`src/rtl/alu2_cmd_pkg.sv`:
```
// alu2_cmd_pkg: op encodings and the packed command word shared by the command stage
package alu2_cmd_pkg;
    localparam logic [1:0] ALU_ADD = 2'b00;
    localparam logic [1:0] ALU_SUB = 2'b01;
    localparam logic [1:0] ALU_AND = 2'b10;
    localparam logic [1:0] ALU_OR  = 2'b11;
    typedef struct packed {
        logic [1:0] a;
        logic [1:0] b;
        logic [1:0] op;
    } cmd_t;
endpackage

```
`src/rtl/ALU_2bit.sv`:
```
// ALU_2bit: combinational 2-bit ALU with a 3-bit result (add carries into bit 2, sub wraps mod 8)
module ALU_2bit
    import alu2_cmd_pkg::*;
(
    input  logic [1:0] A,
    input  logic [1:0] B,
    input  logic [1:0] Op,
    output logic [2:0] Y
);
    // result select; logic ops leave bit 2 clear
    always_comb begin
        Y = (Op == ALU_ADD) ? {1'b0, A} + {1'b0, B} :
            (Op == ALU_SUB) ? {1'b0, A} - {1'b0, B} :
            (Op == ALU_AND) ? {1'b0, A & B} :
                              {1'b0, A | B};
    end
endmodule

```
`src/rtl/alu2_cmd_fifo.sv`:
```
// alu2_cmd_fifo: synchronous FIFO with wrapping pointers and a separate count for full/empty
module alu2_cmd_fifo
    import alu2_cmd_pkg::*;
#(
    parameter int DEPTH = 2,
    parameter int W     = $bits(cmd_t)
) (
    input  logic                       clk,
    input  logic                       rst_n,
    input  logic                       i_push,
    input  logic [W-1:0]               i_data,
    input  logic                       i_pop,
    output logic [W-1:0]               o_data,
    output logic                       o_full,
    output logic                       o_empty,
    output logic [$clog2(DEPTH):0]     o_count
);
    localparam int AW = $clog2(DEPTH);
    logic [W-1:0]  r_mem [DEPTH];
    logic [AW-1:0] r_wr_ptr;
    logic [AW-1:0] r_rd_ptr;
    logic [AW:0]   r_count;
    logic          w_push;
    logic          w_pop;
    assign w_push  = i_push && !o_full;
    assign w_pop   = i_pop && !o_empty;
    assign o_full  = r_count == (AW+1)'(DEPTH);
    assign o_empty = r_count == '0;
    assign o_count = r_count;
    assign o_data  = r_mem[r_rd_ptr];
    // storage needs no reset; stale entries are never read while count says empty
    always_ff @(posedge clk) begin
        if (w_push) r_mem[r_wr_ptr] <= i_data;
    end
    // pointers wrap at the power-of-two depth; count tracks push minus pop
    always_ff @(posedge clk or negedge rst_n) begin
        if (!rst_n) begin
            r_wr_ptr <= '0;
            r_rd_ptr <= '0;
            r_count  <= '0;
        end else begin
            if (w_push) r_wr_ptr <= r_wr_ptr + 1'b1;
            if (w_pop) r_rd_ptr <= r_rd_ptr + 1'b1;
            r_count <= r_count + (AW+1)'(w_push) - (AW+1)'(w_pop);
        end
    end
endmodule

```
`src/rtl/alu2_cmd_stage.sv`:
```
// alu2_cmd_stage: buffers {a,b,op} commands, runs the FIFO head through ALU_2bit into a tagged output register
module alu2_cmd_stage
    import alu2_cmd_pkg::*;
#(
    parameter int DEPTH = 2,
    parameter int TAG_W = 4
) (
    input  logic                       clk,
    input  logic                       rst_n,
    input  logic                       in_valid,
    output logic                       in_ready,
    input  logic [1:0]                 in_a,
    input  logic [1:0]                 in_b,
    input  logic [1:0]                 in_op,
    output logic                       out_valid,
    input  logic                       out_ready,
    output logic [2:0]                 out_y,
    output logic [1:0]                 out_op,
    output logic [TAG_W-1:0]           out_tag,
    output logic [$clog2(DEPTH)+1:0]   occupancy
);
    localparam int CW = $clog2(DEPTH) + 1;
    localparam int OW = CW + 1;
    cmd_t             w_in_cmd;
    cmd_t             w_head;
    logic             w_full;
    logic             w_empty;
    logic             w_push;
    logic             w_issue;
    logic [CW-1:0]    w_count;
    logic [2:0]       w_y;
    logic             r_out_valid;
    logic [2:0]       r_out_y;
    logic [1:0]       r_out_op;
    logic [TAG_W-1:0] r_out_tag;
    logic [TAG_W-1:0] r_tag_cnt;
    assign w_in_cmd  = {in_a, in_b, in_op};
    assign in_ready  = !w_full;
    assign w_push    = in_valid && in_ready;
    assign w_issue   = !w_empty && (!r_out_valid || out_ready);
    assign out_valid = r_out_valid;
    assign out_y     = r_out_y;
    assign out_op    = r_out_op;
    assign out_tag   = r_out_tag;
    assign occupancy = OW'(w_count) + OW'(r_out_valid);
    alu2_cmd_fifo #(.DEPTH(DEPTH), .W($bits(cmd_t))) u_fifo (
        .clk     (clk),
        .rst_n   (rst_n),
        .i_push  (w_push),
        .i_data  (w_in_cmd),
        .i_pop   (w_issue),
        .o_data  (w_head),
        .o_full  (w_full),
        .o_empty (w_empty),
        .o_count (w_count)
    );
    ALU_2bit u_alu (
        .A  (w_head.a),
        .B  (w_head.b),
        .Op (w_head.op),
        .Y  (w_y)
    );
    // output register: load on issue, clear valid once taken with nothing behind it, hold while stalled
    always_ff @(posedge clk or negedge rst_n) begin
        if (!rst_n) begin
            r_out_valid <= 1'b0;
            r_out_y     <= '0;
            r_out_op    <= '0;
            r_out_tag   <= '0;
            r_tag_cnt   <= '0;
        end else if (w_issue) begin
            r_out_valid <= 1'b1;
            r_out_y     <= w_y;
            r_out_op    <= w_head.op;
            r_out_tag   <= r_tag_cnt;
            r_tag_cnt   <= r_tag_cnt + 1'b1;
        end else if (out_ready) begin
            r_out_valid <= 1'b0;
        end
    end
endmodule

```
`config.mk`:
```
export PLATFORM = sky130hd
export DESIGN_NAME = alu2_cmd_stage
export DESIGN_NICKNAME = d
export VERILOG_FILES = /design/src/rtl/alu2_cmd_pkg.sv /design/src/rtl/ALU_2bit.sv /design/src/rtl/alu2_cmd_fifo.sv /design/src/rtl/alu2_cmd_stage.sv
export SDC_FILE = /design/constraint.sdc
export NUM_CORES = 1
export LEC_CHECK = 0
export CAP_MARGIN = 20
export CORE_UTILIZATION = 58
export CTS_BUF_LIST = sky130_fd_sc_hd__clkbuf_8
export DETAILED_ROUTE_END_ITERATION = 6
export PLACE_DENSITY = 0.86
export REMOVE_ABC_BUFFERS = 1
export SYNTH_ARGS = -nofsm -noshare
export SYNTH_HDL_FRONTEND = slang
export SYNTH_SLANG_ARGS = --single-unit
```
`constraint.sdc`:
```
create_clock -name clk -period 3.3 [get_ports clk]
set_input_delay 0.66 -clock clk [delete_from_list [all_inputs] [get_ports clk]]
set_output_delay 0.66 -clock clk [all_outputs]
set_load 0.01 [all_outputs]
```
==> metrics <==
clock sinks=30; max cap viols=0; Die X=51.5 microns; clock tree from TritonCTS=done; Worst setup SP type=input pin; Worst Hold Depth=2; CP required=3500 ps; DIE HEIGHT=51.5 microns; layout cell share with drive strength beyond 1=0.0604; P&R area growth vs syn=24.6%; nets@finish=170; post-synth cell types=26; synthesized instance count=121; crit path DAT=2720 ps; Slew @ Worst Pin=786 ps; Pins Over Slew Limit=0; first-pass GRT wire length=4490 microns; warnings from Yosys=0; FMAX=397 MHz; Finished Cell Area=0.00177 sq mm; clk buf depth=2; leakage=0.000796 uW; Most used DFF post-synth=dfrtp_1; DRT Pass-1 Iters=4; DIE AREA=0.00265 sq mm; most instantiated cells after synthesis=nand2_1 (24), dfrtp_1 (18), edfxtp_1 (12); critical path endpoint category=flip-flop; number of nets with antenna violations after routing=0; Max FO, Critical Path=14; Post-Syn Area=0.00142 sq mm; Min Hold Slack=480 ps; initial antenna violation count=0; post-synth top area share=0.317; # DRC=0; GRT overflow=0; asr flop ratio synth=0.600; cts bufs inserted=5; GRT Util Overall=0.257; max_slew headroom=0.474; RR Startpoint=u_fifo.r_rd_ptr$_DFFE_PN0P_; dpl ws=474 ps; number of synthesized register bits=30; Placed Area=0.00167 sq mm; Area contributors post-synth=dfrtp_1 (32%), edfxtp_1 (25%), ha_1 (8.8%); initial cell density of the core=0.631; fin crit period=2520 ps; worst skew pair latency=280 ps; Hold-fix buffers, CTS=0; core area=0.00225 sq mm; Worst Skew=5.58 ps; maximum number of pins on one net before global-route repair=19; # rows=17; RSZ-0062 raised after global routing=no; Hold Crit Start=out_tag[2]$_DFFE_PN0P_; Synth Area per Inst=11.8 sq um; Max IR drop VDD=0.897 mV; CP startpoint=out_ready; final wirelength=2710 microns; critical path class=in -> reg; R2R depth=8; vias in the first global route=1,000; 1st-iter DRT viols=17; post-DP HPWL=1840 microns; sequential share of the synthesized area=0.570; Worst-path clk slew=60 ps; setup TNS=0 ps; final setup fails=0; Fin. Hold Viols=0; part of the cycle the worst path needs=0.763; PD cells=1030 mW/mm^2; wire length per cell=15.3 microns; area leader, netlist=dfrtp_1; vias after detailed routing=953; H-tree depth=2; clock root cell=clkbuf_8; fin cells=177; status=finished clean; RD Place Congestion=0.777; Worst Hold Class=reg -> reg; post-CTS resize count=0; Cells after DPL=169; Post-synth EDFFs=12; count leader, synth=nand2_1; port bufs=23; DR vias/cell=5.38; Top Ports=24; post-CTS setup buffers=0; PnR worst setup slack=782 ps; # diodes=0
[area by class of cell]
type	instances	area [sq um]
Timing Repair Buffer	23	230
Tap cell	28	35.0
Sequential cell	30	811
Inverter	9	33.8
Clock buffer	5	68.8
Clock inverter	3	37.5
Fill cell	152	482
Multi-Input combinational cell	79	557
[flip-flops by register name, indices dropped and copies added, names as in the netlist]
signal and cells:
u_fifo.r_mem 12, out_tag 4, r_tag_cnt 4, out_y 3, out_op 2, u_fifo.o_count 2
out_valid 1, u_fifo.r_rd_ptr 1, u_fifo.r_wr_ptr 1
[kinds of logic (layout without fill, tap and decap cells)]
logic type                 count (synthesis)  in the layout  share of synthesized area
adders and majority gates                 12             12                      0.116
AOI/OAI and AO/OA                         13             13                     0.0624
buffers and inverters                     12             40                     0.0387
DFF                                       30             30                      0.570
muxes                                      6              6                     0.0422
xor gates and xnor gates                   7              7                     0.0431
and+or+nand+nor                           41             41                      0.128
[report_power, final]
part | internal (uW) | switching [uW] | total, uW
Clock | 219 | 135 | 355
Combinational | 400 | 401 | 801
Sequential | 542 | 135 | 677
[placed cells by master, fill, tap and decap left out, drive strengths merged]
| master | n |
|---|---|
| a211oi | 1 |
| nand4 | 1 |
| o21ai | 7 |
| clkbuf | 5 |
| nand2b | 4 |
| mux2i | 6 |
| a21oi | 1 |
| dfrtp | 18 |
| nor3 | 1 |
| a32oi | 1 |
| xnor2 | 7 |
| clkdlybuf4s50 | 23 |
| ha | 10 |
| and2b | 1 |
| inv | 11 |
| nor2 | 8 |
| fa | 2 |
| o22ai | 1 |
| edfxtp | 12 |
| a22o | 1 |
| and3 | 1 |
| bufinv | 1 |
| o22a | 1 |
| nand2 | 25 |
[critical path, stage by stage]
cell	delay, ps
clkdlybuf4s50_1	390
nand2b_1	170
o21ai_2	250
inv_1	330
ha_1	370
inv_1	40
ha_1	190
xnor2_1	170
xnor2_1	150
[worst paths after layout]
check / to / slack [ps]
max in group asynchronous: u_fifo.o_count[1]$_DFF_PN0_ / 1970
setup / recovery: u_fifo.o_count[1]$_DFF_PN0_ / 780
hold / removal: out_tag[2]$_DFFE_PN0P_ / 480
hold reg to reg: out_tag[2]$_DFFE_PN0P_ / 480
setup reg to reg: out_y[1]$_DFFE_PN0P_ / 850
min in group asynchronous: r_tag_cnt[3]$_DFFE_PN0P_ / 830
[through the flow]
step                      power [uW]   util
after floorplan                 1140      -
after global placement          1410  0.739
after detailed placement        1470  0.739
after CTS                       1850  0.786
after global routing            1960  0.786
final                           1830  0.786
[per-layer routing]
layer  routed length (microns)  GRT usage  vias up
li1                          -          -      454
met1                      1120      0.278      461
met2                      1380      0.411       27
met3                       128      0.108       11
met4                        92      0.167        0
met5                         0          0        -
No activity file was read; power rests on OpenSTA's default activity.
